[src/rtl/fpg8_pkg.sv]
// fpg8_pkg: definitions shared across the fpg8 CPU slice.
//   WIDTH_DEFAULT - default data bus / quantum width
//   IDLE/RUN/EXPIRED - quantum timer state encodings
//   qt_state_e    - typed quantum timer state built on those encodings
package fpg8_pkg;

    localparam int unsigned WIDTH_DEFAULT = 16;

    localparam logic [1:0] IDLE    = 2'd0;
    localparam logic [1:0] RUN     = 2'd1;
    localparam logic [1:0] EXPIRED = 2'd2;

    typedef enum logic [1:0] {
        StIdle    = IDLE,
        StRun     = RUN,
        StExpired = EXPIRED
    } qt_state_e;

endpackage

[src/rtl/tick_divider.sv]
// tick_divider: free-running prescaler for the quantum timer.
//   clk   - system clock (rising edge)
//   reset - asynchronous, active-high reset
//   clr   - synchronous clear to 0 (wins over en)
//   en    - advance the prescaler this cycle
//   tick  - high in the cycle whose edge wraps the prescaler back to 0
module tick_divider #(
    parameter int unsigned PRESCALE_BITS = 4
) (
    input  logic clk,
    input  logic reset,
    input  logic clr,
    input  logic en,
    output logic tick
);

    // A zero-bit prescaler still needs a 1-bit register; its max is 0 so it ticks every cycle.
    localparam int unsigned CntW = (PRESCALE_BITS == 0) ? 1 : PRESCALE_BITS;
    localparam logic [CntW-1:0] CntMax = CntW'((64'd1 << PRESCALE_BITS) - 64'd1);

    logic [CntW-1:0] cnt_q, cnt_d;

    assign tick = en && (cnt_q == CntMax);

    always_comb begin
        cnt_d = cnt_q;
        if (clr) begin
            cnt_d = '0;
        end else if (en) begin
            cnt_d = tick ? '0 : cnt_q + CntW'(1);
        end
    end

    always_ff @(posedge clk or posedge reset) begin
        if (reset) begin
            cnt_q <= '0;
        end else begin
            cnt_q <= cnt_d;
        end
    end

endmodule

[src/rtl/quantum_timer.sv]
// quantum_timer: user-mode time-slice timer with trap on expiry.
//   clk        - system clock (rising edge)
//   reset      - asynchronous, active-high reset
//   bus_in     - quantum value, captured on timer_in
//   timer_in   - load strobe from the timer-load instruction
//   privileged - kernel mode; freezes the quantum so kernel time is not charged
//   trap_ack   - control unit is in the timer-trap entry state
//   timeout    - registered quantum-expired flag
//   running    - registered, high while a quantum is being consumed
//   count_out  - registered remaining quantum
module quantum_timer
    import fpg8_pkg::*;
#(
    parameter int unsigned WIDTH         = WIDTH_DEFAULT,
    parameter int unsigned PRESCALE_BITS = 4,
    parameter int unsigned AUTO_RELOAD   = 0
) (
    input  logic             clk,
    input  logic             reset,
    input  logic [WIDTH-1:0] bus_in,
    input  logic             timer_in,
    input  logic             privileged,
    input  logic             trap_ack,
    output logic             timeout,
    output logic             running,
    output logic [WIDTH-1:0] count_out
);

    qt_state_e        state_q, state_d;
    logic [WIDTH-1:0] count_q, count_d;
    logic [WIDTH-1:0] reload_q, reload_d;
    logic             timeout_q, timeout_d;
    logic             running_q, running_d;

    logic tick;
    logic pre_en;
    logic pre_clr;

    // The prescaler only advances while user code runs; any load or non-RUN state zeroes it,
    // so every fresh quantum starts with a full prescale period.
    assign pre_en  = (state_q == StRun) && !privileged && !timer_in;
    assign pre_clr = timer_in || (state_q != StRun);

    tick_divider #(
        .PRESCALE_BITS(PRESCALE_BITS)
    ) u_tick_divider (
        .clk  (clk),
        .reset(reset),
        .clr  (pre_clr),
        .en   (pre_en),
        .tick (tick)
    );

    always_comb begin
        state_d   = state_q;
        count_d   = count_q;
        reload_d  = reload_q;
        timeout_d = timeout_q;

        if (timer_in) begin
            // A load overrides everything, including a simultaneous trap_ack.
            count_d   = bus_in;
            reload_d  = bus_in;
            timeout_d = 1'b0;
            state_d   = (bus_in != '0) ? StRun : StIdle;
        end else begin
            case (state_q)
                StIdle: begin
                    count_d   = '0;
                    timeout_d = 1'b0;
                end
                StRun: begin
                    if (tick && (count_q != '0)) begin
                        count_d = count_q - WIDTH'(1);
                        if (count_q == WIDTH'(1)) begin
                            state_d   = StExpired;
                            timeout_d = 1'b1;
                        end
                    end
                end
                StExpired: begin
                    count_d   = '0;
                    timeout_d = 1'b1;
                    if (trap_ack) begin
                        timeout_d = 1'b0;
                        if ((AUTO_RELOAD != 0) && (reload_q != '0)) begin
                            count_d = reload_q;
                            state_d = StRun;
                        end else begin
                            state_d = StIdle;
                        end
                    end
                end
                default: begin
                    state_d   = StIdle;
                    count_d   = '0;
                    timeout_d = 1'b0;
                end
            endcase
        end

        running_d = (state_d == StRun);
    end

    always_ff @(posedge clk or posedge reset) begin
        if (reset) begin
            state_q   <= StIdle;
            count_q   <= '0;
            reload_q  <= '0;
            timeout_q <= 1'b0;
            running_q <= 1'b0;
        end else begin
            state_q   <= state_d;
            count_q   <= count_d;
            reload_q  <= reload_d;
            timeout_q <= timeout_d;
            running_q <= running_d;
        end
    end

    assign timeout   = timeout_q;
    assign running   = running_q;
    assign count_out = count_q;

endmodule
[config.mk]
export PLATFORM = sky130hd
export DESIGN_NAME = quantum_timer
export DESIGN_NICKNAME = d
export VERILOG_FILES = /design/src/rtl/fpg8_pkg.sv /design/src/rtl/tick_divider.sv /design/src/rtl/quantum_timer.sv
export SDC_FILE = /design/constraint.sdc
export NUM_CORES = 1
export LEC_CHECK = 0
export CORE_MARGIN = 2
export CORE_UTILIZATION = 48
export DETAILED_ROUTE_END_ITERATION = 10
export PLACE_DENSITY_LB_ADDON = 0.3
export SLEW_MARGIN = 20
export SYNTH_ARGS = -nofsm -noshare
export SYNTH_HDL_FRONTEND = slang
export SYNTH_SLANG_ARGS = --single-unit
[constraint.sdc]
create_clock -name clk -period 4.72 [get_ports clk]
set_input_delay 0.944 -clock clk [delete_from_list [all_inputs] [get_ports clk]]
set_output_delay 0.944 -clock clk [all_outputs]
set_load 0.01 [all_outputs]
# After elaboration in Yosys (flattened, before gate mapping)
# Index checks and enable logic that the tools add are counted.
# classes
addsub	2
multipliers	0
div_mod_pow	0
order_cmp	0
n_eq_ne	8
n_shift	0
muxes	17
n_bitwise	0
n_reduce_logical	12
# ops
op	count
2-to-1 mux 16 bit	3
nonzero test 16 bit	2
== test 16 x 1 -> 1 bit (second input constant)	1
subtractor 16 x 1 -> 16 bit (second input constant)	1
2-to-1 mux 4 bit	3
2-to-1 mux 2 bit	4
inequality test 3 x 2 -> 1 bit (second input constant)	2
case mux 2 bit (3 select lines)	1
2-to-1 mux 1 bit	5
adder 4 x 1 -> 4 bit (second input constant)	1
== test 2 x 1 -> 1 bit (second input constant)	2
== test 4 bit (second input constant)	1
logical AND 1 bit	4
== test 2 bit (second input constant)	1
zero test 1 bit	2
zero test 2 bit	1
inequality test 2 x 1 -> 1 bit (second input constant)	1
case mux 1 bit (2 select lines)	1
AND reduction 2 bit	1
nonzero test 2 bit	1
logical OR 1 bit	1
# word_totals
ff_bits	24
latch_bits	0
ramBits	0
rom_bits	0
output_inout_bits	18
wordCells	44
mem_count	0

# Depth between registers and ports, before layout
# logic_depth
ltp_word	9
depth_mapped	8
ltp_nobuf	6

# Hierarchy
# From an unflattened synthesis, not the netlist that was laid out.
# unflattened
hier_cells	187
area_unflattened_um2	1579.0
# by_module_without_submodules
module	instances	cells_per_inst	area_per_inst_um2	seq_area_each_um2
quantum_timer	1	164	1367.6	500.5
tick_divider	1	23	211.5	100.1

# Worst setup path after synthesis
# OpenSTA, ideal clock, no wires.
# synth_path
path_type	input-to-reg
start	in timer_in
end	reg count_q[7] (netlist: count_out[7])
setup_ns	0.069
arrival_time_ns	2.438
required_ns	4.651
setup_slack_ns	2.213
stages	6
path_cell_list	clkbuf_8 > or2b_4 > or4_1 > clkbuf_2 > or4_1 > nand3_1
# synth_between
elab_chain_len	5
# synth_rtl
element	line_no	rtl
start: declaration	quantum_timer.sv:21	input logic timer_in,
zero test 1 bit	quantum_timer.sv:41	assign pre_en = (state_q == StRun) && !privileged && !timer_in;
logical AND 1 bit	quantum_timer.sv:41	
logical AND 1 bit	tick_divider.sv:23	assign tick = en && (cnt_q == CntMax);
logical AND 1 bit	quantum_timer.sv:73	if (tick && (count_q != '0)) begin
inequality test 3 x 2 -> 1 bit (no line)	--	
end signal: assignment	quantum_timer.sv:114	count_q <= count_d;
end: declaration	quantum_timer.sv:30	logic [WIDTH-1:0] count_q, count_d;
# Parallel ways exist; a longest one is shown, timed or not.
# A chain may end at the register's enable or synchronous reset.

# Worst setup path after layout
# layout_path
start	in timer_in
end	reg count_q[13] (netlist: count_out[13])
# Same word-level chain as after synthesis.

==> metrics <==
cell count after synthesis 191; Worst R2R Setup Slack 2180 ps; PwrDens 257.5 nW/um2; Worst EP arrival 3240 ps; ANT cells 0; vias in the first global route 1644; clock tree buffer depth 2; Worst Hold Launch u_tick_divider.cnt_q[1]$_DFFE_PP0P_; CP startpoint timer_in; endpoints failing setup 0; PnR worst setup slack 1728 ps; count of flip-flops with a built-in enable after synthesis 0; core area 3390 um2; slew margin rel. 0.3665; gpl congestion 0.9103; setup TNS 0 ps; Chip Height 63.80 um; required time worst endpoint 4970 ps; endpoint type of the worst setup path flip-flop; first-pass GRT wire length 7983 um; DR WL/cell 17.91 um; overflow left after global routing 0; WS Path Type primary input to flip-flop; crit path max fanout 16; detailed placer's ending HPWL 3648 um; DR DRC count 0; final slew viol count 0; Initial Util 0.5065; fraction of registers with async set/reset 1.000; vias per cell 6.456; hold_ws 630.9 ps; library cells used by synthesis 53; FF+latch count, synth 24; Die Width 63.80 um; largest net degree at the start of global routing 25; fin crit period 2992 ps; RR Startpoint count_out[0]$_DFFE_PP0P_; Area Growth Syn to Fin 25.00%; RSZ-0062 raised after global routing no; IO buf count 38; CP cell instances clkdlybuf4s50_1, or2b_4, nor2_1, nand3_1, a311o_1; YS warnings 0; H-Tree Depth 1; Hold Buf Count CTS 0; post_cts resized 0; CTS sink cnt 24; worst skew pair latency 340 ps; Tot GR Track Use 0.2510; Setup crit end count_out[13]$_DFFE_PP0P_; Least-Margin Pin Slew 949.2 ps; Hold/Removal Path Class flip-flop to flip-flop; Worst Skew 10.49 ps; drt first pass iters 4; Setup Fix Bufs, Post-CTS 0; fillcell total 287; cts bufs inserted 3; via count 1743; Routed WL 4835 um; Peak VDD IR 163.6 uV; hold path depth 2; crit-path max cell delay 660 ps; DP Worst Slack 1415 ps; Site Rows 21; maximum clock frequency 334.3 MHz; Iter 0 DRT Violations 198; initial antenna violation count 0; antenna-violating nets left 0; full die area 4070 um2; io pins 39; Leakage 0.8350 nW; clock-pin slew on the worst setup and hold paths 150 ps; Synth Net Count 220; crit share post-route 0.6338; post-synthesis cell area 1717 um2; Synth Flop Type dfrtp_1; CP Launch Type primary input; Fin. Hold Viols 0; status finished clean; Max Cap Viol 0; sequential fraction of the synthesis area 0.3499; Reg-to-Reg End count_out[3]$_DFFE_PP0P_; CTS root buffer clkbuf_4; CTS tree yes; Final nets 254; reg2reg path depth 6; slowest stage cell, crit path clkdlybuf4s50_1; Syn Area/Cell 8.988 um2; layout cells sized above 1 0.05804
-- flip-flops by register name, summed over array words and instances (netlist names) --
register	cells
count_out	16
u_tick_divider.cnt_q	4
state_q	2
running	1
timeout	1
-- metrics by stage --
stage,instance area (um2),utilization,total power [mW],instances
2_1_floorplan,1717,-,0.3519,191
5_1_grt,2146,0.6331,0.5823,270
6_report,2146,0.6331,0.5525,270
3_3_place_gp,2110,0.6224,0.4305,266
3_5_place_dp,2110,0.6224,0.4347,266
4_1_cts,2146,0.6331,0.5508,270
-- worst max-delay path: cells and delay by family --
| kind | cells | cell delay (ps) |
|---|---|---|
| AND/OR/NAND/NOR | 3 | 1220 |
| AO/OA/AOI/OAI | 1 | 410 |
| buffers and inverters | 1 | 660 |
-- Yosys cell counts, types with 2 or more instances --
cell type,count,share of area
nor3_1,5,0.015
a41o_1,2,0.012
nand2b_1,2,0.0073
o21ai_0,4,0.012
nand4b_1,2,0.010
nor4b_1,2,0.010
a221o_1,3,0.017
a311oi_1,2,0.010
or2_2,3,0.011
a22oi_1,2,0.0087
dfrtp_1,24,0.35
inv_1,8,0.017
nand2_1,15,0.033
or3_1,4,0.015
and4_1,2,0.010
nor2_1,14,0.031
and2_1,2,0.0073
a311o_1,4,0.023
nor2b_1,4,0.015
a32o_1,2,0.012
ha_1,8,0.058
clkbuf_1,8,0.017
a211oi_1,4,0.017
nand3_1,8,0.023
nand4_1,4,0.015
o211ai_1,4,0.017
nor4_1,6,0.022
and3_1,2,0.0073
o311ai_0,2,0.010
a21oi_1,8,0.023
or4_1,6,0.026
mux2i_1,2,0.012
a32oi_1,3,0.015
-- metal layers --
layer / share of wire / up-vias / global-route usage
met5: 0 / - / 0
met4: 0.022 / 0 / 0.09511
met3: 0.067 / 9 / 0.03169
met2: 0.49 / 82 / 0.4115
met1: 0.42 / 836 / 0.3379
li1: - / 816 / -
-- logic make-up (layout without fill, tap and decap cells) --
kind of cell / after synthesis / in the layout / share of synthesized area
xor+xnor: 1 / 1 / 0.005103
compound gates: 50 / 50 / 0.2289
mux: 2 / 2 / 0.01166
simple gates: 87 / 87 / 0.2937
fa+ha+maj: 8 / 8 / 0.05831
buf+inv: 19 / 52 / 0.05247
flops: 24 / 24 / 0.3499
-- power breakdown --
| part | leakage (nW) | switching (mW) | internal, mW |
|---|---|---|---|
| Combinational | 0.511 | 0.0875 | 0.0898 |
| Sequential | 0.303 | 0.0316 | 0.225 |
| Clock | 0.0210 | 0.0713 | 0.0474 |
-- final cells by class --
type / count / area, um2 / share of cell area
inverter: 8 / 30.03 / 0.01399
sequential: 24 / 600.6 / 0.2799
timing repair buffer: 40 / 395.4 / 0.1843
multi-input combinational: 148 / 1026 / 0.4781
clock buffer: 4 / 36.28 / 0.01691
tap: 46 / 57.56 / 0.02682
-- how the worst min path moves through the flow --
stage	to	slack, ps
2_1_floorplan	u_tick_divider.cnt_q[1]$_DFFE_PP0P_	540
6_report	u_tick_divider.cnt_q[1]$_DFFE_PP0P_	630
4_1_cts	u_tick_divider.cnt_q[3]$_DFFE_PP0P_	630
5_1_grt	u_tick_divider.cnt_q[3]$_DFFE_PP0P_	670
3_3_place_gp	u_tick_divider.cnt_q[1]$_DFFE_PP0P_	570
3_5_place_dp	count_out[12]$_DFFE_PP0P_	600
-- placed cells by master, fill, tap and decap left out, types with 3 or more instances in the layout --
cell type        instances
a211oi_1                 4
a21oi_1                  8
a221o_1                  3
a311o_1                  4
a32oi_1                  3
clkbuf_4                 3
clkdlybuf4s50_1         38
dfrtp_1                 24
ha_1                     8
inv_1                    8
nand2_1                 15
nand3_1                  8
nand4_1                  4
nor2_1                  14
nor2b_1                  4
nor3_1                   5
nor4_1                   6
o211ai_1                 4
o21ai_0                  4
or2_2                    3
or3_1                    4
or4_1                    6
(Power assumes the default switching activity.)
